==> config.mk <==
export PLATFORM = sky130hd
export DESIGN_NAME = ap_ctrl_chain_driver
export DESIGN_NICKNAME = d
export VERILOG_FILES = /design/src/rtl/ap_ctrl_chain_driver.sv
export SDC_FILE = /design/constraint.sdc
export NUM_CORES = 1
export LEC_CHECK = 0
export CAP_MARGIN = 20
export CELL_PAD_IN_SITES_DETAIL_PLACEMENT = 1
export CELL_PAD_IN_SITES_GLOBAL_PLACEMENT = 2
export CORE_MARGIN = 5
export CORE_UTILIZATION = 29
export CTS_BUF_LIST = sky130_fd_sc_hd__clkbuf_4 sky130_fd_sc_hd__clkbuf_8 sky130_fd_sc_hd__clkbuf_16
export CTS_CLUSTER_DIAMETER = 100
export DETAILED_ROUTE_END_ITERATION = 6
export HOLD_SLACK_MARGIN = 0.05
export PLACE_DENSITY = 0.66
export SLEW_MARGIN = 25
export SYNTH_ARGS = -nofsm -noshare
export SYNTH_HDL_FRONTEND = slang
export SYNTH_SLANG_ARGS = --single-unit
==> constraint.sdc <==
create_clock -name clock -period 8.3 [get_ports clock]
set_input_delay 2.075 -clock clock [delete_from_list [all_inputs] [get_ports clock]]
set_output_delay 2.075 -clock clock [all_outputs]
set_load 0.005 [all_outputs]
==> src/rtl/ap_ctrl_chain_driver.sv <==
// ap_ctrl_chain_driver: initiator for the ap_ctrl_chain block-level handshake.
// Launches a commanded number of invocations of one child kernel and keeps
// up to MAX_OUT invocations in flight. A timestamp FIFO records the cycle
// counter at each accept, which gives a per-invocation latency at completion.
// Optional watchdog: define ACC_CTRL_TIMEOUT_EN to enable err_timeout and the
// forced FINISH after TIMEOUT_CYCLES cycles without handshake progress.
module ap_ctrl_chain_driver #(
    parameter int ITER_W         = 16,
    parameter int CNT_W          = 32,
    parameter int MAX_OUT        = 2,
    parameter int TIMEOUT_CYCLES = 65536
) (
    input  logic              clock,
    input  logic              reset,
    input  logic              cmd_valid,
    output logic              cmd_ready,
    input  logic [ITER_W-1:0] cmd_iters,
    input  logic              done_stall,
    output logic              ap_start,
    input  logic              ap_ready,
    input  logic              ap_done,
    input  logic              ap_idle,
    output logic              ap_continue,
    output logic              busy,
    output logic              done_pulse,
    output logic [ITER_W-1:0] iters_started,
    output logic [ITER_W-1:0] iters_done,
    output logic [CNT_W-1:0]  last_latency,
    output logic [CNT_W-1:0]  total_cycles,
    output logic              err_unexpected_done,
    output logic              err_timeout
);

    localparam int OUT_W = $clog2(MAX_OUT + 1);
    localparam int PTR_W = (MAX_OUT > 1) ? $clog2(MAX_OUT) : 1;
    localparam logic [OUT_W-1:0] OUT_MAX  = OUT_W'(MAX_OUT);
    localparam logic [PTR_W-1:0] PTR_LAST = PTR_W'(MAX_OUT - 1);

    typedef enum logic [1:0] {
        S_IDLE   = 2'd0,
        S_RUN    = 2'd1,
        S_DRAIN  = 2'd2,
        S_FINISH = 2'd3
    } state_t;

    state_t state_q, state_d;

    logic [ITER_W-1:0] iters_q, iters_d;
    logic [ITER_W-1:0] started_q, started_d;
    logic [ITER_W-1:0] done_q, done_d;
    logic [OUT_W-1:0]  out_q, out_d;
    logic              start_q, start_d;
    logic              cont_q, cont_d;
    logic [CNT_W-1:0]  now_q;
    logic [CNT_W-1:0]  lat_q, lat_d;
    logic [CNT_W-1:0]  total_q, total_d;
    logic              err_ud_q, err_ud_d;
    logic [PTR_W-1:0]  wr_ptr_q, wr_ptr_d;
    logic [PTR_W-1:0]  rd_ptr_q, rd_ptr_d;
    logic [CNT_W-1:0]  ts_mem [MAX_OUT];

    logic cmd_fire;
    logic accept;
    logic complete;
    logic cpl_ok;
    logic cpl_bad;
    logic active;
    logic timeout_hit;

    assign cmd_fire = cmd_valid && (state_q == S_IDLE);
    assign accept   = start_q && ap_ready;
    assign complete = ap_done && cont_q;
    // A completion only counts when something is in flight and the command
    // still expects completions; anything else is flagged and ignored.
    assign cpl_ok   = complete && (out_q != '0) && (done_q < iters_q);
    assign cpl_bad  = complete && !cpl_ok;
    assign active   = (state_q == S_RUN) || (state_q == S_DRAIN);

    // ap_idle is informational only and never steers the handshake.
    logic unused_ok;
    assign unused_ok = ap_idle ^ (TIMEOUT_CYCLES == 0);

`ifdef ACC_CTRL_TIMEOUT_EN
    logic [CNT_W-1:0] wd_q, wd_d;
    logic             err_to_q, err_to_d;

    // Watchdog: reloads on any handshake progress, counts while running.
    always_comb begin
        wd_d        = wd_q;
        timeout_hit = 1'b0;
        if (cmd_fire || accept || complete) begin
            wd_d = '0;
        end else if (active) begin
            wd_d = wd_q + 1'b1;
            if (wd_d == CNT_W'(TIMEOUT_CYCLES)) begin
                timeout_hit = 1'b1;
            end
        end
        err_to_d = err_to_q | timeout_hit;
    end

    // Watchdog registers; the timeout flag is sticky until reset.
    always_ff @(posedge clock) begin
        if (reset) begin
            wd_q     <= '0;
            err_to_q <= 1'b0;
        end else begin
            wd_q     <= wd_d;
            err_to_q <= err_to_d;
        end
    end

    assign err_timeout = err_to_q;
`else
    assign timeout_hit = 1'b0;
    assign err_timeout = 1'b0;
`endif

    // FSM state register.
    always_ff @(posedge clock) begin
        if (reset) begin
            state_q <= S_IDLE;
        end else begin
            state_q <= state_d;
        end
    end

    // FSM next-state logic.
    always_comb begin
        state_d = state_q;
        case (state_q)
            S_IDLE: begin
                if (cmd_fire) begin
                    state_d = (cmd_iters == '0) ? S_FINISH : S_RUN;
                end
            end
            S_RUN: begin
                if (timeout_hit) begin
                    state_d = S_FINISH;
                end else if (accept && (started_d == iters_q)) begin
                    state_d = S_DRAIN;
                end
            end
            S_DRAIN: begin
                if (timeout_hit) begin
                    state_d = S_FINISH;
                end else if (cpl_ok && (done_d == iters_q)) begin
                    state_d = S_FINISH;
                end
            end
            S_FINISH: begin
                state_d = S_IDLE;
            end
            default: begin
                state_d = S_IDLE;
            end
        endcase
    end

    // FSM outputs decoded from the current state.
    always_comb begin
        cmd_ready  = (state_q == S_IDLE);
        busy       = (state_q != S_IDLE);
        done_pulse = (state_q == S_FINISH);
    end

    // Counter, latency and handshake next-state values.
    always_comb begin
        iters_d   = iters_q;
        started_d = started_q;
        done_d    = done_q;
        out_d     = out_q;
        lat_d     = lat_q;
        total_d   = total_q;
        wr_ptr_d  = wr_ptr_q;
        rd_ptr_d  = rd_ptr_q;
        err_ud_d  = err_ud_q | cpl_bad;

        if (cmd_fire) begin
            // New command: per-command state restarts, sticky errors stay.
            iters_d   = cmd_iters;
            started_d = '0;
            done_d    = '0;
            out_d     = '0;
            lat_d     = '0;
            total_d   = '0;
            wr_ptr_d  = '0;
            rd_ptr_d  = '0;
        end else begin
            if (accept && (started_q < iters_q)) begin
                started_d = started_q + 1'b1;
            end
            if (accept) begin
                wr_ptr_d = (wr_ptr_q == PTR_LAST) ? '0 : wr_ptr_q + 1'b1;
            end
            if (cpl_ok) begin
                done_d   = done_q + 1'b1;
                lat_d    = now_q - ts_mem[rd_ptr_q];
                rd_ptr_d = (rd_ptr_q == PTR_LAST) ? '0 : rd_ptr_q + 1'b1;
            end
            // Simultaneous accept and completion leave the count unchanged.
            if (accept && !cpl_ok) begin
                out_d = out_q + 1'b1;
            end else if (!accept && cpl_ok) begin
                out_d = out_q - 1'b1;
            end
            if (state_q != S_IDLE) begin
                total_d = total_q + 1'b1;
            end
        end

        // A raised ap_start is held until accepted; a fresh start needs a
        // remaining iteration and room for another in-flight invocation.
        start_d = (state_d == S_RUN) &&
                  ((start_q && !accept) ||
                   ((started_d < iters_d) && (out_d < OUT_MAX)));
        cont_d  = ((state_d == S_RUN) || (state_d == S_DRAIN)) && !done_stall;
    end

    // Control and counter registers.
    always_ff @(posedge clock) begin
        if (reset) begin
            iters_q   <= '0;
            started_q <= '0;
            done_q    <= '0;
            out_q     <= '0;
            start_q   <= 1'b0;
            cont_q    <= 1'b0;
            now_q     <= '0;
            lat_q     <= '0;
            total_q   <= '0;
            err_ud_q  <= 1'b0;
            wr_ptr_q  <= '0;
            rd_ptr_q  <= '0;
        end else begin
            iters_q   <= iters_d;
            started_q <= started_d;
            done_q    <= done_d;
            out_q     <= out_d;
            start_q   <= start_d;
            cont_q    <= cont_d;
            now_q     <= now_q + 1'b1;
            lat_q     <= lat_d;
            total_q   <= total_d;
            err_ud_q  <= err_ud_d;
            wr_ptr_q  <= wr_ptr_d;
            rd_ptr_q  <= rd_ptr_d;
        end
    end

    // Timestamp FIFO storage: cycle count captured at each accept.
    always_ff @(posedge clock) begin
        if (accept) begin
            ts_mem[wr_ptr_q] <= now_q;
        end
    end

    assign ap_start            = start_q;
    assign ap_continue         = cont_q;
    assign iters_started       = started_q;
    assign iters_done          = done_q;
    assign last_latency        = lat_q;
    assign total_cycles        = total_q;
    assign err_unexpected_done = err_ud_q;

endmodule

# Word-level counts from Yosys, hierarchy flattened
# Memory sizes are Yosys's and may differ from the RTL's. A register that Yosys moved wholly into a read port is not among the register bits.
# Index checks and enable logic that the tools add are counted.
[word_totals] register_bits=153 latch_bits=0 mem_bits_rw=64 mem_bits_ro=0 inputBits=23 output_inout_bits=103 wordCells=79 memories=1
[classes] addsub=9 n_mul=0 div=0 magnitude_cmp=4 eq_ne=7 n_shift=0 n_mux=19 bitwise=1 reduce_logical=25
[mem_list] name="ts_mem" words=2 width=32 rd=1 rd_clocked_by_memory_dff=1 write_ports=1 line="60" source="logic [CNT_W-1:0] ts_mem [MAX_OUT];"
[op_table] cell="two-way mux 16 bit" n=5
[op_table] cell="adder 32 x 1 -> 32 bit, second input constant" n=2
[op_table] cell="less-than comparator 16 bit" n=3
[op_table] cell="adder 16 x 1 -> 16 bit, second input constant" n=2
[op_table] cell="equality test 16 bit" n=2
[op_table] cell="subtractor 32 bit" n=1
[op_table] cell="logical NOT 16 bit" n=1
[op_table] cell="logical AND 1 bit" n=15
[op_table] cell="two-way mux 2 bit" n=7
[op_table] cell="one-hot mux 2 bit (4 select lines)" n=1
[op_table] cell="equality test 2 bit, second input constant" n=3
[op_table] cell="two-way mux 1 bit" n=6
[op_table] cell="equality test 2 x 1 -> 1 bit, second input constant" n=2
[op_table] cell="nonzero test 2 bit" n=2
[op_table] cell="logical NOT 1 bit" n=3
[op_table] cell="adder 1 bit, second input constant" n=2
[op_table] cell="adder 2 x 1 -> 2 bit, second input constant" n=1
[op_table] cell="logical NOT 2 bit" n=1
[op_table] cell="logical OR 1 bit" n=2
[op_table] cell="less-than comparator 2 bit, second input constant" n=1
[op_table] cell="OR reduction 2 bit" n=1
[op_table] cell="subtractor 2 x 1 -> 2 bit, second input constant" n=1
[op_table] cell="OR 1 bit" n=1

# Logic depth before layout (Yosys ltp)
[depth] word_depth=12 depth_mapped=18 mapped_depth_nobuf=17

# Worst setup path after synthesis
# OpenSTA, ideal clock, no wires.
[synth_path] path_type="in2reg" start="input ap_ready" end="register start_q (netlist: ap_start)" setup_ps=74 arrival_time_ps=4904 t_required_ps=8226 slack_ps=3322 path_stages=14 n_path_buf=1 path_cell_list="nand2_1 > a211o_1 > or2_1 > buf_6 > or3_1 > or4_1 > a21oi_1 > nand4b_1 > nor4_4 > a31o_1 > nand2_1 > ha_1 > or4bb_1 > o21ai_0"
[synth_between] elab_chain_cells=10 elab_cells_between_ends=21 cone_classes="2 x order compare; 2 x eq/ne; 7 x mux; 10 x reduce/logical"
[synth_lines] item="start: declaration" line="20" source="input logic ap_ready,"
[synth_lines] item="logical AND 1 bit (*)" line="71" source="assign accept = start_q && ap_ready;"
[synth_lines] item="logical AND 1 bit" line="190" source="if (accept && (started_q < iters_q)) begin"
[synth_lines] item="two-way mux 16 bit" line="190"
[synth_lines] item="two-way mux 16 bit" line="179" source="if (cmd_fire) begin"
[synth_lines] item="equality test 16 bit" line="140" source="end else if (accept && (started_d == iters_q)) begin"
[synth_lines] item="logical AND 1 bit (*)" line="140"
[synth_lines] item="two-way mux 2 bit (*)" line="140"
[synth_lines] item="one-hot mux 2 bit (4 select lines) (*)" line="131" source="case (state_q)"
[synth_lines] item="via state_d[0]" line="46" source="state_t state_q, state_d;"
[synth_lines] item="equality test 2 x 1 -> 1 bit (*)" line="214" source="start_d = (state_d == S_RUN) &&"
[synth_lines] item="logical AND 1 bit (*)" line="214"
[synth_lines] item="end signal: assignment" line="240" source="start_q <= start_d;"
[synth_lines] item="end: declaration" line="52" source="logic start_q, start_d;"
# Mark *: on every way through the listed nets, which the timed path passes. The rest lies on a longest branch.
# A chain may end at the register's enable or synchronous reset.

# Worst setup path after layout
[layout_path] start="input ap_done" end="register start_q (netlist: ap_start)"
[layout_between] elab_chain_cells=11 elab_cells_between_ends=20 cone_classes="1 x order compare; 2 x eq/ne; 7 x mux; 10 x reduce/logical"
[layout_lines] item="start: declaration" line="21" source="input logic ap_done,"
[layout_lines] item="logical AND 1 bit (*)" line="72" source="assign complete = ap_done && cont_q;"
[layout_lines] item="logical AND 1 bit (*) (2 in a row)" line="75" source="assign cpl_ok = complete && (out_q != '0) && (done_q < iters_q);"
[layout_lines] item="two-way mux 16 bit" line="196" source="if (cpl_ok) begin"
[layout_lines] item="two-way mux 16 bit" line="179"
[layout_lines] item="equality test 16 bit" line="147" source="end else if (cpl_ok && (done_d == iters_q)) begin"
[layout_lines] item="logical AND 1 bit (*)" line="147"
[layout_lines] item="two-way mux 2 bit (*)" line="147"
[layout_lines] item="one-hot mux 2 bit (4 select lines) (*)" line="131"
[layout_lines] item="via state_d[0]" line="46"
[layout_lines] item="equality test 2 x 1 -> 1 bit (*)" line="214"
[layout_lines] item="logical AND 1 bit (*)" line="214"
# Marked as above.

==> results.py <==
metrics = {
    "setup_path": {
        "crit_buf_inv": 2,
        "crit_family": "compound AO/OA/AOI/OAI gates",
        "crit_arrival_ns": 6.25,
        "rr_endpoint": "ap_start",
        "r2r_slack_ns": 3.32,
        "crit_fanout": 31,
        "slowest_stage": "a21oi_1",
        "endpoint_kind": "flip-flop",
        "slowest_delay_ns": 0.59,
        "r2r-start": "iters_q[14]",
        "r2r_cells": 17,
        "critPathKind": "in2reg",
        "crit_chain": "clkdlybuf4s50_1 -> o2111ai_1 -> a21oi_1 -> o21a_1 -> buf_4 -> nand3_1 -> xor2_1 -> a31oi_1 -> a2111oi_0 -> nand4b_1 -> nand2_1 -> ha_1 -> nor4b_1 -> o211ai_1 -> o21ai_0",
        "required_ns": 8.78,
        "start_kind": "input port",
        "cp.depth": 15,
    },
    "timing": {
        "hold_viol_final": 0,
        "fin_skew_ns": 0.0216,
        "finalSetupTns_ns": 0,
        "rsz0062_at_grt": "no",
        "maxSlewViolCount": 0,
        "timing.fmax_mhz": 173,
        "min_period_ns": 5.77,
        "worst_slew_pin_slew_ns": 0.845,
        "setup_viol": 0,
        "period_share": 0.696,
        "max_slew_margin": 0.437,
    },
    "die": {
        "io_pins": 126,
        "die_width_um": 214,
        "rows": 74,
        "dieArea_um2": 45800,
        "core-area_um2": 41000,
        "die_y_um": 214,
        "start_util": 0.294,
    },
    "yosys": {
        "post_synth_instance_area_um2": 12100,
        "synth_area_per_cell_um2": 9.08,
        "synthArstFlopShare": 0,
        "ys_seq_area_frac": 0.415,
        "syn_nets": 1437,
        "synthCells": 1329,
        "synthTopCellsByArea": "dfxtp_1 (26%), edfxtp_1 (16%), ha_1 (8.7%), nor2_1 (5.4%), xor2_1 (5.1%)",
        "yosysWarnings": 0,
        "synth_top_area_share": 0.256,
        "synth_cell_types": 74,
        "ys.flop_type": "dfxtp_1",
        "ys_seq_elements": 218,
        "synth_edf_count": 64,
        "synth_area_leader_cell": "dfxtp_1",
    },
    "detailed_routing": {
        "routed-via-count": 10100,
        "drc": 0,
        "ant_nets": 0,
        "first_iter_violations": 494,
        "drtPass1Iterations": 5,
        "routed_wl_mm": 37.3,
        "avgRoutedWirePerCell_um": 18.8,
        "vias_per_cell": 5.08,
    },
    "power_and_ir_drop": {
        "ir_drop_mv": 0.121,
        "combPwrFrac": 0.083,
        "pwr-share-seq": 0.445,
        "intPower_mw": 1.91,
        "p_sw_uw": 626,
        "swShare": 0.247,
        "p_leak_nw": 5.41,
        "power.density_nw_per_um2": 172,
        "pwr-share-clk": 0.472,
    },
    "min_path": {
        "min_path_type": "reg2reg",
        "worstHoldPathCells": 2,
        "worstHoldStart": "last_latency[10]",
        "hold-path-endpoint": "last_latency[10]",
    },
    "global_routing": {
        "track_usage": 0.157,
        "grt-busiest-layer": "met2",
        "grt_overflow": 0,
        "grt_use_met1": 0.212,
        "met3_usage": 0.0212,
        "grt_use_met2": 0.267,
        "grt_pass1_vias": 10300,
        "grt_pass1_wl_mm": 59.1,
        "grt_start_max_net_pins": 68,
        "antenna_found_initial": 1,
    },
    "layout": {
        "multi_input_comb_area_um2": 6730,
        "syn2layout_area_growth_pct": 22.0,
        "fin_util": 0.359,
        "drive_gt1_frac": 0.0583,
        "antenna_cells": 0,
        "n_fill_cell": 4713,
        "regArea_um2": 5010,
        "nNetsFinal": 1546,
    },
    "cts": {
        "clockRootBuffer": "clkbuf_16",
        "numClockSinks": 218,
        "cts_inserted_buffers": 27,
        "cts_tree": "done",
        "post_cts_buffers": 0,
        "clk_latency_ns": 0.55,
        "ctsResizeCount": 0,
        "postCtsHoldBufs": 0,
        "cts.htree.levels": 1,
        "clk_pin_slew_worst_paths_ns": 0.06,
        "clockBufferDepth": 3,
    },
    "placed_design": {
        "hpwl_mm": 27.4,
        "place_congestion": 0.814,
        "numPortBuffers": 123,
    },
    "run_status": {
        "status": "completed",
    },
    "run": {
        "cap_viol_max_count": 0,
    },
}
state kept, by name (all words and copies together), names as in the netlist, named ones only:
| signal | flops |
|---|---|
| last_latency | 32 |
| rd_ptr_q | 1 |
| iters_q | 16 |
| ts_mem | 64 |
| wr_ptr_q | 1 |
| err_unexpected_done | 1 |
| now_q | 32 |
| ap_start | 1 |
| iters_started | 16 |
| ap_continue | 1 |
| total_cycles | 32 |
| state_q | 2 |
| iters_done | 16 |
| out_q | 2 |
worst register-to-register path, delay by kind of cell, from the launching register on:
family / cells / cell delay [ns]
AOI/OAI and AO/OA: 8 / 2.24
xor gates and xnor gates: 1 / 0.27
adders and majority gates: 2 / 0.54
buffers and inverters: 2 / 0.60
DFF: 1 / 0.51
and+or+nand+nor: 4 / 0.73
metrics by stage:
step	worst slack, ns	std cells	area (µm²)	power [mW]	hold WS, ns
global route	2.15	1990	14700	2.64	0.465
global placement	1.95	1941	13800	1.36	0.443
floorplan	3.32	1329	12100	1.28	0.448
detailed placement	1.93	1941	13800	1.36	0.447
CTS	2.49	1990	14700	2.58	0.454
finish	2.53	1990	14700	2.53	0.449
power groups by stage:
stage          Sequential, mW  Clock [mW]  Combinational [mW]
2_1_floorplan            1.14           0               0.140
3_3_place_gp             1.15           0               0.210
3_5_place_dp             1.15           0               0.212
4_1_cts                  1.13        1.24               0.214
5_1_grt                  1.13        1.28               0.233
6_report                 1.13        1.20               0.210
cell usage after synthesis, drive strengths merged (3+ instances only):
| master | number |
|---|---|
| o21a | 13 |
| or2 | 5 |
| a21oi | 92 |
| nand2b | 10 |
| and3 | 25 |
| xnor2 | 34 |
| nor4b | 4 |
| ha | 84 |
| o211ai | 18 |
| nand3 | 57 |
| o31a | 7 |
| nor3 | 20 |
| o21ai | 43 |
| or4 | 11 |
| inv | 34 |
| or3 | 18 |
| a211o | 3 |
| a21boi | 7 |
| edfxtp | 64 |
| nand3b | 4 |
| mux2i | 38 |
| a31oi | 7 |
| a211oi | 15 |
| a221oi | 3 |
| nor2b | 12 |
| nand4b | 4 |
| nor2 | 175 |
| clkbuf | 37 |
| nor4 | 17 |
| nand2 | 119 |
| o31ai | 5 |
| nand4 | 27 |
| mux2 | 3 |
| dfxtp | 154 |
| a2111oi | 5 |
| o2111ai | 5 |
| xor2 | 70 |
| a311oi | 3 |
| buf | 16 |
| a21o | 17 |
| and2 | 12 |
| and4 | 9 |
placed cells by master, fill, tap and decap left out, types with 8 or more instances in the layout:
cell / n
clkbuf_4: 8
edfxtp_1: 64
clkbuf_16: 27
nand2_1: 119
and2_1: 11
buf_4: 10
and3_1: 25
nand4_1: 27
nand3_1: 57
nor3_1: 20
o21a_1: 12
dfxtp_1: 153
inv_1: 33
nand2b_1: 9
xnor2_1: 34
nor2b_1: 12
o211ai_1: 18
ha_1: 84
or4_1: 8
nor4_1: 14
mux2i_1: 38
o21ai_0: 43
or3_1: 18
a211oi_1: 14
nor2_1: 172
a21oi_1: 92
and4_1: 8
clkdlybuf4s50_1: 122
xor2_1: 70
a21o_1: 17
area by class of cell:
type | instances | share of cell area
repair buffers | 133 | 0.0884
flip-flops and latches | 218 | 0.340
clock inverters | 10 | 0.00688
inverters | 34 | 0.00867
multi-input cells | 1024 | 0.457
well taps | 532 | 0.0452
clock buffers | 39 | 0.0537
logic make-up after synthesis:
kind of cell / count (synthesis) / synth area share
other: 1 / 0.000311
buffers and inverters: 87 / 0.0285
AO/OA/AOI/OAI: 261 / 0.141
multiplexers: 41 / 0.0343
AND/OR/NAND/NOR: 532 / 0.217
flip-flops: 218 / 0.415
XOR/XNOR: 104 / 0.0755
adder cells (fa/ha/maj): 85 / 0.0888
how the worst max path moves through the flow:
stage / start / end / slack, ns
floorplan: ap_ready / ap_start / 3.32
global placement: ap_done / ap_start / 1.95
detailed placement: ap_done / ap_start / 1.93
CTS: ap_done / ap_start / 2.49
global route: ap_done / ap_start / 2.15
finish: ap_done / ap_start / 2.53
metal layers:
metal  vias up  share of wire
met4         0          0.019
met1      4913           0.48
met3        41          0.030
met5         -              0
li1       5037              -
met2       127           0.47
No activity file was read; power rests on OpenSTA's default activity.
